$ cat config.mk
export PLATFORM = sky130hd
export DESIGN_NAME = pulse_scan_sequencer
export DESIGN_NICKNAME = d
export VERILOG_FILES = /design/src/rtl/pulse_scan_sequencer.sv
export SDC_FILE = /design/constraint.sdc
export NUM_CORES = 1
export LEC_CHECK = 0
export ABC_AREA = 1
export ABC_CLOCK_PERIOD_IN_PS = 3800
export BUFFER_PORTS_ARGS = -buffer_cell sky130_fd_sc_hd__buf_2
export CAP_MARGIN = 30
export CORE_UTILIZATION = 60
export CTS_BUF_LIST = sky130_fd_sc_hd__clkbuf_2 sky130_fd_sc_hd__clkbuf_4 sky130_fd_sc_hd__clkbuf_8
export CTS_CLUSTER_SIZE = 28
export DETAILED_ROUTE_END_ITERATION = 12
export GPL_ROUTABILITY_DRIVEN = 0
export PLACE_DENSITY_LB_ADDON = 0.2
export SYNTH_ARGS = -nofsm -noshare
export SYNTH_HDL_FRONTEND = slang
export SYNTH_SLANG_ARGS = --single-unit
$ cat constraint.sdc
create_clock -name clk -period 3.8 [get_ports clk]
set_input_delay 0.38 -clock clk [delete_from_list [all_inputs] [get_ports clk]]
set_output_delay 0.38 -clock clk [all_outputs]
set_load 0.01 [all_outputs]
$ cat src/rtl/pulse_scan_sequencer.sv
// Pulse-and-check scan engine: fires a programmable number of pulses at the
// comparator injector and tallies masked pattern matches, mismatches and handshake timeouts.
module pulse_scan_sequencer #(
    parameter int CNT_W   = 16,
    parameter int ERR_W   = 32,
    parameter int TIMEOUT = 255
) (
    input  logic             clk,
    input  logic             reset,
    input  logic             start,
    input  logic             abort,
    input  logic [CNT_W-1:0] num_pulses,
    input  logic [7:0]       gap_bx,
    input  logic [31:0]      halfstrips_last,
    input  logic [31:0]      halfstrips_expect,
    input  logic [31:0]      active_strip_mask,
    input  logic             pulser_ready,
    output logic             fire_pulse,
    output logic             busy,
    output logic             done,
    output logic             aborted,
    output logic [CNT_W-1:0] pulses_sent,
    output logic [ERR_W-1:0] match_cnt,
    output logic [ERR_W-1:0] mismatch_cnt,
    output logic [CNT_W-1:0] timeout_cnt,
    output logic [31:0]      last_bad_pattern
);

    localparam int TMR_W = ($clog2(TIMEOUT + 1) > 8) ? $clog2(TIMEOUT + 1) : 8;

    typedef enum logic [2:0] {IDLE, FIRE, WAIT_LO, WAIT_HI, CHECK, GAP, DONE} state_t;

    state_t state_q, state_d;

    logic             fire_q, fire_d;
    logic             busy_q, busy_d;
    logic             done_q, done_d;
    logic             aborted_q, aborted_d;
    logic [CNT_W-1:0] pulsesSent_q, pulsesSent_d;
    logic [CNT_W-1:0] attempts_q, attempts_d;
    logic [ERR_W-1:0] matchCnt_q, matchCnt_d;
    logic [ERR_W-1:0] mismatchCnt_q, mismatchCnt_d;
    logic [CNT_W-1:0] timeoutCnt_q, timeoutCnt_d;
    logic [31:0]      lastBad_q, lastBad_d;
    logic [TMR_W-1:0] timer_q, timer_d;

    logic scanStart, doAbort, timedOut, patternMatch, gapLast, lastAttempt;

    function automatic logic [CNT_W-1:0] satIncCnt(input logic [CNT_W-1:0] v);
        return (&v) ? v : v + 1'b1;
    endfunction

    function automatic logic [ERR_W-1:0] satIncErr(input logic [ERR_W-1:0] v);
        return (&v) ? v : v + 1'b1;
    endfunction

    assign scanStart    = (state_q == IDLE) && start && !abort;
    assign doAbort      = (state_q != IDLE) && abort;
    assign timedOut     = (timer_q == TMR_W'(TIMEOUT));
    assign patternMatch = (((halfstrips_last ^ halfstrips_expect) & active_strip_mask) == 32'd0);
    assign gapLast      = (gap_bx == 8'd0) || (timer_q >= TMR_W'(gap_bx - 8'd1));
    // A FIRE timeout issues no pulse, so scan length is tracked by attempts, not pulses_sent.
    assign lastAttempt  = (attempts_q == num_pulses);

    always_ff @(posedge clk) begin
        if (reset) begin
            state_q <= IDLE;
        end else begin
            state_q <= state_d;
        end
    end

    always_comb begin
        state_d = state_q;
        if (doAbort) begin
            state_d = IDLE;
        end else begin
            case (state_q)
                IDLE:    if (scanStart && (num_pulses != '0)) state_d = FIRE;
                FIRE: begin
                    if (pulser_ready)  state_d = WAIT_LO;
                    else if (timedOut) state_d = GAP;
                end
                WAIT_LO: begin
                    if (!pulser_ready) state_d = WAIT_HI;
                    else if (timedOut) state_d = GAP;
                end
                WAIT_HI: begin
                    if (pulser_ready)  state_d = CHECK;
                    else if (timedOut) state_d = GAP;
                end
                CHECK:   state_d = GAP;
                GAP:     if (gapLast) state_d = lastAttempt ? DONE : FIRE;
                DONE:    state_d = IDLE;
                default: state_d = IDLE;
            endcase
        end
    end

    always_comb begin
        fire_d        = 1'b0;
        done_d        = (state_d == DONE);
        busy_d        = (state_d != IDLE) && (state_d != DONE);
        aborted_d     = aborted_q;
        pulsesSent_d  = pulsesSent_q;
        attempts_d    = attempts_q;
        matchCnt_d    = matchCnt_q;
        mismatchCnt_d = mismatchCnt_q;
        timeoutCnt_d  = timeoutCnt_q;
        lastBad_d     = lastBad_q;
        timer_d       = ((state_d != state_q) || (state_q == IDLE)) ? '0 : timer_q + 1'b1;

        if (scanStart) begin
            aborted_d     = 1'b0;
            pulsesSent_d  = '0;
            attempts_d    = '0;
            matchCnt_d    = '0;
            mismatchCnt_d = '0;
            timeoutCnt_d  = '0;
            lastBad_d     = '0;
            done_d        = (num_pulses == '0);
        end else if (doAbort) begin
            aborted_d = 1'b1;
        end else begin
            case (state_q)
                FIRE: begin
                    if (pulser_ready) begin
                        fire_d       = 1'b1;
                        pulsesSent_d = satIncCnt(pulsesSent_q);
                        attempts_d   = satIncCnt(attempts_q);
                    end else if (timedOut) begin
                        timeoutCnt_d = satIncCnt(timeoutCnt_q);
                        attempts_d   = satIncCnt(attempts_q);
                    end
                end
                WAIT_LO: if (pulser_ready && timedOut)  timeoutCnt_d = satIncCnt(timeoutCnt_q);
                WAIT_HI: if (!pulser_ready && timedOut) timeoutCnt_d = satIncCnt(timeoutCnt_q);
                CHECK: begin
                    if (patternMatch) begin
                        matchCnt_d = satIncErr(matchCnt_q);
                    end else begin
                        mismatchCnt_d = satIncErr(mismatchCnt_q);
                        lastBad_d     = halfstrips_last;
                    end
                end
                default: ;
            endcase
        end
    end

    always_ff @(posedge clk) begin
        if (reset) begin
            fire_q        <= 1'b0;
            busy_q        <= 1'b0;
            done_q        <= 1'b0;
            aborted_q     <= 1'b0;
            pulsesSent_q  <= '0;
            attempts_q    <= '0;
            matchCnt_q    <= '0;
            mismatchCnt_q <= '0;
            timeoutCnt_q  <= '0;
            lastBad_q     <= '0;
            timer_q       <= '0;
        end else begin
            fire_q        <= fire_d;
            busy_q        <= busy_d;
            done_q        <= done_d;
            aborted_q     <= aborted_d;
            pulsesSent_q  <= pulsesSent_d;
            attempts_q    <= attempts_d;
            matchCnt_q    <= matchCnt_d;
            mismatchCnt_q <= mismatchCnt_d;
            timeoutCnt_q  <= timeoutCnt_d;
            lastBad_q     <= lastBad_d;
            timer_q       <= timer_d;
        end
    end

    assign fire_pulse       = fire_q;
    assign busy             = busy_q;
    assign done             = done_q;
    assign aborted          = aborted_q;
    assign pulses_sent      = pulsesSent_q;
    assign match_cnt        = matchCnt_q;
    assign mismatch_cnt     = mismatchCnt_q;
    assign timeout_cnt      = timeoutCnt_q;
    assign last_bad_pattern = lastBad_q;

endmodule
# Word-level counts from Yosys, hierarchy flattened
# Cells that the tools add are included.
# W data, S select, Z words.
[word_totals]
ff_bits = 159
input_bits = 125
out_inout_bits = 132
word_cells = 96
[op_classes]
n_addsub = 7
order_cmp = 1
eq_ne = 14
n_mux = 20
bitwise = 8
n_reduce_logical = 34
[ops]
columns = ["cell", "n"]
rows = [
  ["$mux W16", 8],
  ["$add A32 B1 Y32 const B", 2],
  ["$reduce_and A32 Y1", 2],
  ["$add A16 B1 Y16 const B", 3],
  ["$pmux W16 S3", 1],
  ["$reduce_and A16 Y1", 3],
  ["$and A32 B32 Y32", 1],
  ["$logic_not A32 Y1", 1],
  ["$xor A32 B32 Y32", 1],
  ["$mux W3", 8],
  ["$pmux W3 S6", 1],
  ["$eq A16 B16 Y1", 1],
  ["$logic_not A16 Y1", 1],
  ["$reduce_bool A16 Y1", 1],
  ["$reduce_and A4 Y1", 3],
  ["$eq A3 B3 Y1 const B", 3],
  ["$reduce_bool A3 Y1", 3],
  ["$add A8 B1 Y8 const B", 1],
  ["$eq A8 B8 Y1 const B", 1],
  ["$ge A8 B8 Y1", 1],
  ["$logic_not A8 Y1", 1],
  ["$ne A2 B2 Y1 const B", 4],
  ["$sub A8 B1 Y8 const B", 1],
  ["$logic_and A1 B1 Y1", 7],
  ["other kinds (14)", 25],
]

# Depth between registers and ports, before layout
# Gate-level depths: netlist of run 1.
[logic_depth]
ltp_word = 10
ltp_mapped = 19
depth_no_buf = 19

# Least setup slack after synthesis of run 1
# No wires, ideal clock.
[synth_path]
path_type = "in2reg"
from = "in gap_bx[0]"
to = "reg timer_q[0]"
setup_time_ns = 0.065
arrival_time_ns = 2.360
required_ns = 3.735
setup_slack_ns = 1.375
cell_stages = 18
path_buffers = 0
cell_sequence = "inv_1 -> ha_1 -> nand2_1 -> nor3_1 -> xor2_1 -> inv_1 -> ha_1 -> nand2_1 -> nor2_1 -> nor2_1 -> nand3_1 -> nand2_1 -> nand2_1 -> nand2_1 -> a21oi_1 -> nor2_1 -> nand3_4 -> nor2_2"
[synth_between]
elab_chain_cells = 9
elab_cells_between_ends = 10
cone_classes = "add/sub: 1; order compare: 1; eq/ne: 1; mux: 3; reduce/logical: 4"
[synth_lines]
columns = ["element", "line", "rtl"]
rows = [
  ["start, declared", "13", "input logic [7:0] gap_bx,"],
  ["$sub A8 B1 Y8", "61", "assign gapLast = (gap_bx == 8'd0) || (timer_q >= TMR_W'(gap_bx - 8'd1));"],
  ["$ge A8 B8 Y1", "61", ""],
  ["$logic_or A1 B1 Y1 *", "61", ""],
  ["$mux W3 *", "93", "GAP: if (gapLast) state_d = lastAttempt ? DONE : FIRE;"],
  ["$pmux W3 S6 *", "78", "case (state_q)"],
  ["$mux W3 *", "75", "if (doAbort) begin"],
  ["$ne A3 B3 Y1 *", "111", "timer_d = ((state_d != state_q) || (state_q == IDLE)) ? '0 : timer_q + 1'b1;"],
  ["$logic_or A1 B1 Y1 *", "111", ""],
  ["$reduce_or A2 Y1 (no source line) *", "--", ""],
  ["end signal, assigned", "175", "timer_q <= timer_d;"],
  ["end, declared", "45", "logic [TMR_W-1:0] timer_q, timer_d;"],
]
# Every way passes the cells marked *; elsewhere a longest branch is shown, timed or not.
# A chain may end at the register's enable or synchronous reset.

# Final worst setup path of run 1
[layout_path]
from = "reg state_q[1]"
to = "reg mismatchCnt_q[0] (netlist: mismatch_cnt[0])"
[layout_between]
elab_chain_cells = 4
elab_cells_between_ends = 9
cone_classes = "eq/ne: 1; bitwise: 1; reduce/logical: 7"
[layout_lines]
columns = ["element", "line", "rtl"]
rows = [
  ["start, declared", "33", "state_t state_q, state_d;"],
  ["start signal, assigned", "69", "state_q <= state_d;"],
  ["$reduce_bool A3 Y1 or $logic_not A3 Y1 (tied branches)", "58, 57", ""],
  ["$logic_and A1 B1 Y1, on equally long branches", "58, 57", ""],
  ["$not A1 Y1 (no source line) or $logic_and A1 B1 Y1 (tied branches)", "--", ""],
  ["$reduce_and A4 Y1 (no source line) or $reduce_or A2 Y1 (tied branches)", "--", ""],
  ["end signal, assigned", "172", "mismatchCnt_q <= mismatchCnt_d;"],
  ["end, declared", "42", "logic [ERR_W-1:0] mismatchCnt_q, mismatchCnt_d;"],
]
# Parallel ways exist; a longest one is shown, timed or not.

==> results of run 1 <==
cell type report:
cell class                      count  area (um^2)
Multi-Input combinational cell   1139         5850
Inverter                          150          564
Timing Repair Buffer              264         1340
Clock buffer                       21          277
Clock inverter                     11          139
Sequential cell                   159         3180
Antenna cell                        1         2.50
Fill cell                        1408         4310
Tap cell                          216          270
Yosys cell counts, types with 23 or more instances:
master,n,share of area
dfxtp_1,159,0.32
o21ai_1,26,0.013
xor2_1,56,0.050
nor3_1,75,0.038
nor2_1,186,0.071
a21oi_1,109,0.055
nand2_1,348,0.13
inv_1,131,0.050
xnor2_1,23,0.020
nand3_1,69,0.035
o21ai_0,37,0.019
nand4_1,81,0.051
worst register-to-register path, stage by stage (launching register included):
cell and delay (ns):
dfxtp_1 0.38, nor2_2 0.22, inv_2 0.07, nor2_4 0.48, inv_2 0.11, nor2_4 0.15, buf_4 0.35, nand3_2 0.63
o21ai_0 0.40, a21oi_1 0.07
kinds of logic after synthesis:
family / count (synthesis) / synth area share
compound gates: 191 / 0.104
xor+xnor: 79 / 0.0703
fa+ha+maj: 15 / 0.0191
buf+inv: 195 / 0.0817
flops: 159 / 0.323
simple gates: 854 / 0.402
metrics by stage:
step / total power [mW] / utilization
after detailed placement: 2.11 / 0.703
after CTS: 3.40 / 0.729
after floorplan: 1.96 / -
after global placement: 2.10 / 0.703
final: 3.39 / 0.730
after global routing: 3.52 / 0.730
layer usage:
layer | GRT usage | share of wire | vias to the layer above | wire length, um
met5 | 0 | 0 | - | 0
met4 | 0.166 | 0.041 | 0 | 1120
met3 | 0.0664 | 0.062 | 84 | 1700
met2 | 0.569 | 0.49 | 434 | 13500
met1 | 0.374 | 0.41 | 4875 | 11200
li1 | - | - | 5400 | -
worst max-delay path by stage:
stage	to	cells after the start	slack, ns
5_1_grt	mismatch_cnt[1]$_SDFFE_PP0P_	9	0.58
3_5_place_dp	last_bad_pattern[12]$_SDFFE_PP0P_	13	0.77
3_3_place_gp	last_bad_pattern[26]$_SDFFE_PP0P_	13	0.87
2_1_floorplan	timer_q[0]$_SDFF_PP0_	18	1.38
6_report	mismatch_cnt[0]$_SDFFE_PP0P_	9	0.81
4_1_cts	mismatch_cnt[0]$_SDFFE_PP0P_	9	0.88
state kept, by name, summed over array words and instances, names as in the netlist:
name              flops
state_q               3
match_cnt            32
aborted               1
busy                  1
last_bad_pattern     32
mismatch_cnt         32
attempts_q           16
timeout_cnt          16
pulses_sent          16
timer_q               8
done                  1
fire_pulse            1
where the power goes:
group,leakage [nW],total (mW),internal (mW),switching [mW]
sequential,1.28,1.69,1.68,0.0127
clock,0.212,1.32,0.694,0.629
combinational,3.35,0.376,0.138,0.239
==> summary.md, run 1 <==
| Metric | Value |
|---|---|
| Status | `finished, final reports clean` |
| Critical Path Slowest Stage Cell | `nand3_2` |
| Worst reg2reg path depth | `9` |
| Final Hold Viols | `0` |
| VDD IR max | `0.235 mV` |
| Die H | `between 100 and 150 um` |
| CP top delay family | `simple AND/OR/NAND/NOR gates` |
| Ys async rst share | `0` |
| Synth Register Bits | `159` |
| Wirelength, routed | `27500 um` |
| Drt drc | `0` |
| Critical path capture point type | `flop` |
| Largest net degree at the start of global routing | `62` |
| Die W | `roughly 130 um` |
| Hold path startpoint | `halfstrips_last[13]` |
| Setup_tns | `0 ns` |
| Final ANT Viol Nets | `0` |
| WHS Path Cells | `3` |
| Hold EP | `last_bad_pattern[13]$_SDFFE_PP0P_` |
| Worst R2R End | `mismatch_cnt[0]$_SDFFE_PP0P_` |
| Deepest level of the CTS H-tree | `4` |
| Worst Path Buf+Inv | `3` |
| Worst-path clk slew | `~0.080 ns` |
| Synth-to-Final Area Change | `18.2%` |
| Crit path max fanout | `34` |
| Crit path DAT | `between 3 and 4 ns` |
| Synthesized area | `around 0.01 mm^2` |
| Pwr dens | `between 200 and 300 mW/mm^2` |
| Slew Limit Fails | `0` |
| Synth warn | `0` |
| Proportion of layout cells with a drive suffix above 1 | `0.213` |
| Hold slack | `between 0.15 and 0.2 ns` |
| Initial drt markers | `810` |
| Crit path largest cell delay | `approximately 0.61 ns` |
| Number of synthesized flops with an enable pin | `0` |
| Post-synthesis cell type count | `between 40 and 50` |
| R2r startpoint | `state_q[1]$_SDFF_PP0_` |
| Post-synthesis sequential area ratio | `0.323` |
| Boundary Pins | `257` |
| Postcts setup bufs | `0` |
| Crit path required time | `approximately 4.1 ns` |
| Internal reg-to-reg setup slack | `about 0.8 ns` |
| Cells along the critical path | `nor2_2 > inv_2 > nor2_4 > inv_2 > nor2_4 > buf_4 > nand3_2 > o21ai_0 > a21oi_1` |
| RSZ-0062 raised after global routing | `no` |
| Worst setup margin | `just over 0.8 ns` |
| Final Non-Filler Cells | `approximately 2.0k` |
| TritonCTS buffer count | `17` |
| Leak pwr | `~4.8 nW` |
| Critical path launch point type | `flop` |
| Hold_buf cts | `0` |
| Fin area | `0.0116 mm^2` |
| Commonest cells after routing, fill and taps aside | `348 x nand2_1, 256 x buf_2, 186 x nor2_1, 159 x dfxtp_1, 130 x inv_1` |
| Placed instance area | `around 0.011 mm^2` |
| Cell Rows | `46` |
| # resized after CTS | `0` |
| Highest clock rate | `around 330 MHz` |
| Worst setup startpoint | `state_q[1]$_SDFF_PP0_` |
| Vias/cell | `5.50` |
| # Max-Cap Violations | `0` |
| Clk_lat worst skew | `around 0.47 ns` |
| DP Cell Count | `approximately 1.9k` |
| Syn Inst Count | `1493` |
| Pre-CTS setup slack | `about 0.77 ns` |
| Final nets | `approximately 1.9k` |
| Dpl hpwl | `approximately 21000 um` |
| Port Buffer Count | `roughly 260` |
| Least-Margin Pin Slew | `roughly 0.69 ns` |
| CTS tree | `yes` |
| Crit share post-route | `0.787` |
| Clock skew | `~0.014 ns` |
| Initial antenna violation count | `1` |
| Core Area | `approximately 0.016 mm^2` |
| First-pass GRT wire length | `approximately 44000 um` |
| Clk sinks | `~160` |
| Critical path class | `reg -> reg` |
| Syn nets | `around 1.6k` |
| Rel. slew slack | `0.533` |
| Clk root buf | `clkbuf_8` |
| Total die area | `around 0.017 mm^2` |
| CTS max path bufs | `2` |
| DR pass1 iterations | `5` |
| Overflow after GRT | `0` |
| Routed via count | `approximately 11k` |
| Initial Util | `0.617` |
| Post-synth top flop | `dfxtp_1` |
| Synth Area per Inst | `about 6.6 um^2` |
| GRT Total Usage | `0.325` |
| Hold Crit Class | `in -> reg` |
| Most common cell after layout, fill and taps aside | `nand2_1` |
| WL/cell | `about 14 um` |
| Crit path time final | `approximately 3 ns` |
| Setup violators final | `0` |
| Vias in the first global route | `between 9k and 10k` |
(Power assumes the default switching activity.)
==> inputs of run 2 (changes only) <==
- ABC_CLOCK_PERIOD_IN_PS: 3800 -> 3100
- CORE_UTILIZATION: 60 -> 55
- clock period: 3.8 -> 3.1 ns (I/O delays scaled with it)
==> summary.md, run 2 (synthesis results as in run 1) <==
| Metric | Value |
|---|---|
| Status | `finished, final reports clean` |
| Die W | `~140 um` |
| CTS max path bufs | `2` |
| Commonest cells after routing, fill and taps aside | `348 x nand2_1, 256 x buf_2, 186 x nor2_1, 159 x dfxtp_1, 130 x inv_1` |
| Port Buffer Count | `between 200 and 300` |
| Fill cells | `~1.5k` |
| CP top delay family | `compound AO/OA/AOI/OAI gates` |
| Hold Crit Class | `in -> reg` |
| Highest clock rate | `around 350 MHz` |
| Crit path largest cell delay | `between 0.7 and 0.8 ns` |
| Worst-path clk slew | `approximately 0.090 ns` |
| Wirelength, routed | `approximately 27000 um` |
| Clk sinks | `about 160` |
| Final Hold Viols | `0` |
| Vias/cell | `between 5 and 6` |
| Cell Rows | `48` |
| Boundary Pins | `257` |
| Final nets | `between 1.5k and 2k` |
| Critical path launch point type | `flop` |
| Crit path DAT | `approximately 3.3 ns` |
| Crit share post-route | `0.931` |
| WL/cell | `around 14 um` |
| Critical path capture point type | `flop` |
| Pre-CTS setup slack | `approximately 0.11 ns` |
| Most common cell after layout, fill and taps aside | `nand2_1` |
| Pwr dens | `358 mW/mm^2` |
| # Max-Cap Violations | `0` |
| DR pass1 iterations | `5` |
| Setup violators final | `0` |
| Rel. slew slack | `0.299` |
| GRT Total Usage | `0.295` |
| Initial drt markers | `~740` |
| Crit path required time | `between 3 and 4 ns` |
| Cells along the critical path | `ha_1 > inv_1 > nor3_2 > nand2_2 > nor2_2 > a21oi_2 > nand3_4 > o21bai_1 > a21oi_1` |
| Clock skew | `between 0.01 and 0.015 ns` |
| Layout Utilization | `0.672` |
| Die H | `136 um` |
| Clk_lat worst skew | `between 0.4 and 0.5 ns` |
| # resized after CTS | `0` |
| Initial Util | `0.567` |
| Worst setup margin | `~0.21 ns` |
| Initial antenna violation count | `2` |
| CTS tree | `yes` |
| Hold_buf cts | `0` |
| TritonCTS buffer count | `17` |
| Core Area | `~0.017 mm^2` |
| Vias in the first global route | `about 9.5k` |
| Overflow after GRT | `0` |
| Critical path class | `reg -> reg` |
| Critical Path Slowest Stage Cell | `a21oi_2` |
| Least-Margin Pin Slew | `around 1.1 ns` |
| Slew Limit Fails | `0` |
| Leak pwr | `4.84 nW` |
| Clk root buf | `clkbuf_8` |
| Crit path time final | `between 2 and 3 ns` |
| Drt drc | `0` |
| Final ANT Viol Nets | `0` |
| Proportion of layout cells with a drive suffix above 1 | `0.213` |
| Postcts setup bufs | `0` |
| Routed via count | `approximately 11k` |
| Deepest level of the CTS H-tree | `4` |
| Total die area | `roughly 0.018 mm^2` |
| RSZ-0062 raised after global routing | `no` |
| VDD IR max | `between 0.2 and 0.3 mV` |
| Worst Path Buf+Inv | `1` |
| Largest net degree at the start of global routing | `64` |
| Crit path max fanout | `31` |
| First-pass GRT wire length | `43900 um` |
| Synth-to-Final Area Change | `18.6%` |
| Setup_tns | `0 ns` |
| Dpl hpwl | `around 21000 um` |
run 2: area by class of cell:
class | instances | area (um^2) | area share
Timing Repair Buffer | 264 | 1350 | 0.116
Clock buffer | 23 | 285 | 0.0244
Antenna cell | 2 | 5.00 | 0.000429
Tap cell | 225 | 282 | 0.0241
Inverter | 150 | 564 | 0.0484
Clock inverter | 9 | 134 | 0.0115
Sequential cell | 159 | 3180 | 0.273
Multi-Input combinational cell | 1139 | 5860 | 0.502
run 2: layer usage:
| metal | part of all wire | GRT usage | up-vias | routed length [um] |
|---|---|---|---|---|
| met3 | 0.054 | 0.0441 | 66 | 1480 |
| met4 | 0.038 | 0.143 | 0 | 1050 |
| li1 | - | - | 5409 | - |
| met5 | 0 | 0 | - | 0 |
| met1 | 0.42 | 0.342 | 4813 | 11400 |
| met2 | 0.49 | 0.528 | 420 | 13500 |
run 2: tightest hold or removal path: stages:
cell and delay, ns:
buf_2 0.09, o21ai_1 0.06, nor2_1 0.07
run 2: path summary, 6_finish.rpt:
check,end,cells after the start,slack (ns),startpoint
setup reg to reg,match_cnt[18]$_SDFFE_PP0P_,9,0.21,match_cnt[1]$_SDFFE_PP0P_
hold reg to reg,pulses_sent[4]$_SDFFE_PP0P_,2,0.46,pulses_sent[4]$_SDFFE_PP0P_
setup / recovery,match_cnt[18]$_SDFFE_PP0P_,9,0.21,match_cnt[1]$_SDFFE_PP0P_
hold / removal,last_bad_pattern[28]$_SDFFE_PP0P_,3,0.11,halfstrips_last[28]
run 2: per-stage QoR:
stage          std cells  cell area [um^2]  power, mW  hold WS, ns
2_1_floorplan       1493              9840       2.40        0.382
3_3_place_gp        1937             11200       2.57        0.447
3_5_place_dp        1937             11200       2.58        0.446
4_1_cts             1969             11700       4.20       0.0906
5_1_grt             1971             11700       4.36       0.0974
6_report            1971             11700       4.18        0.106
run 2: where the power goes:
part           total (mW)  switching (mW)  internal (mW)
clock network        1.65           0.784          0.863
logic               0.462           0.292          0.171
registers            2.07          0.0147           2.06
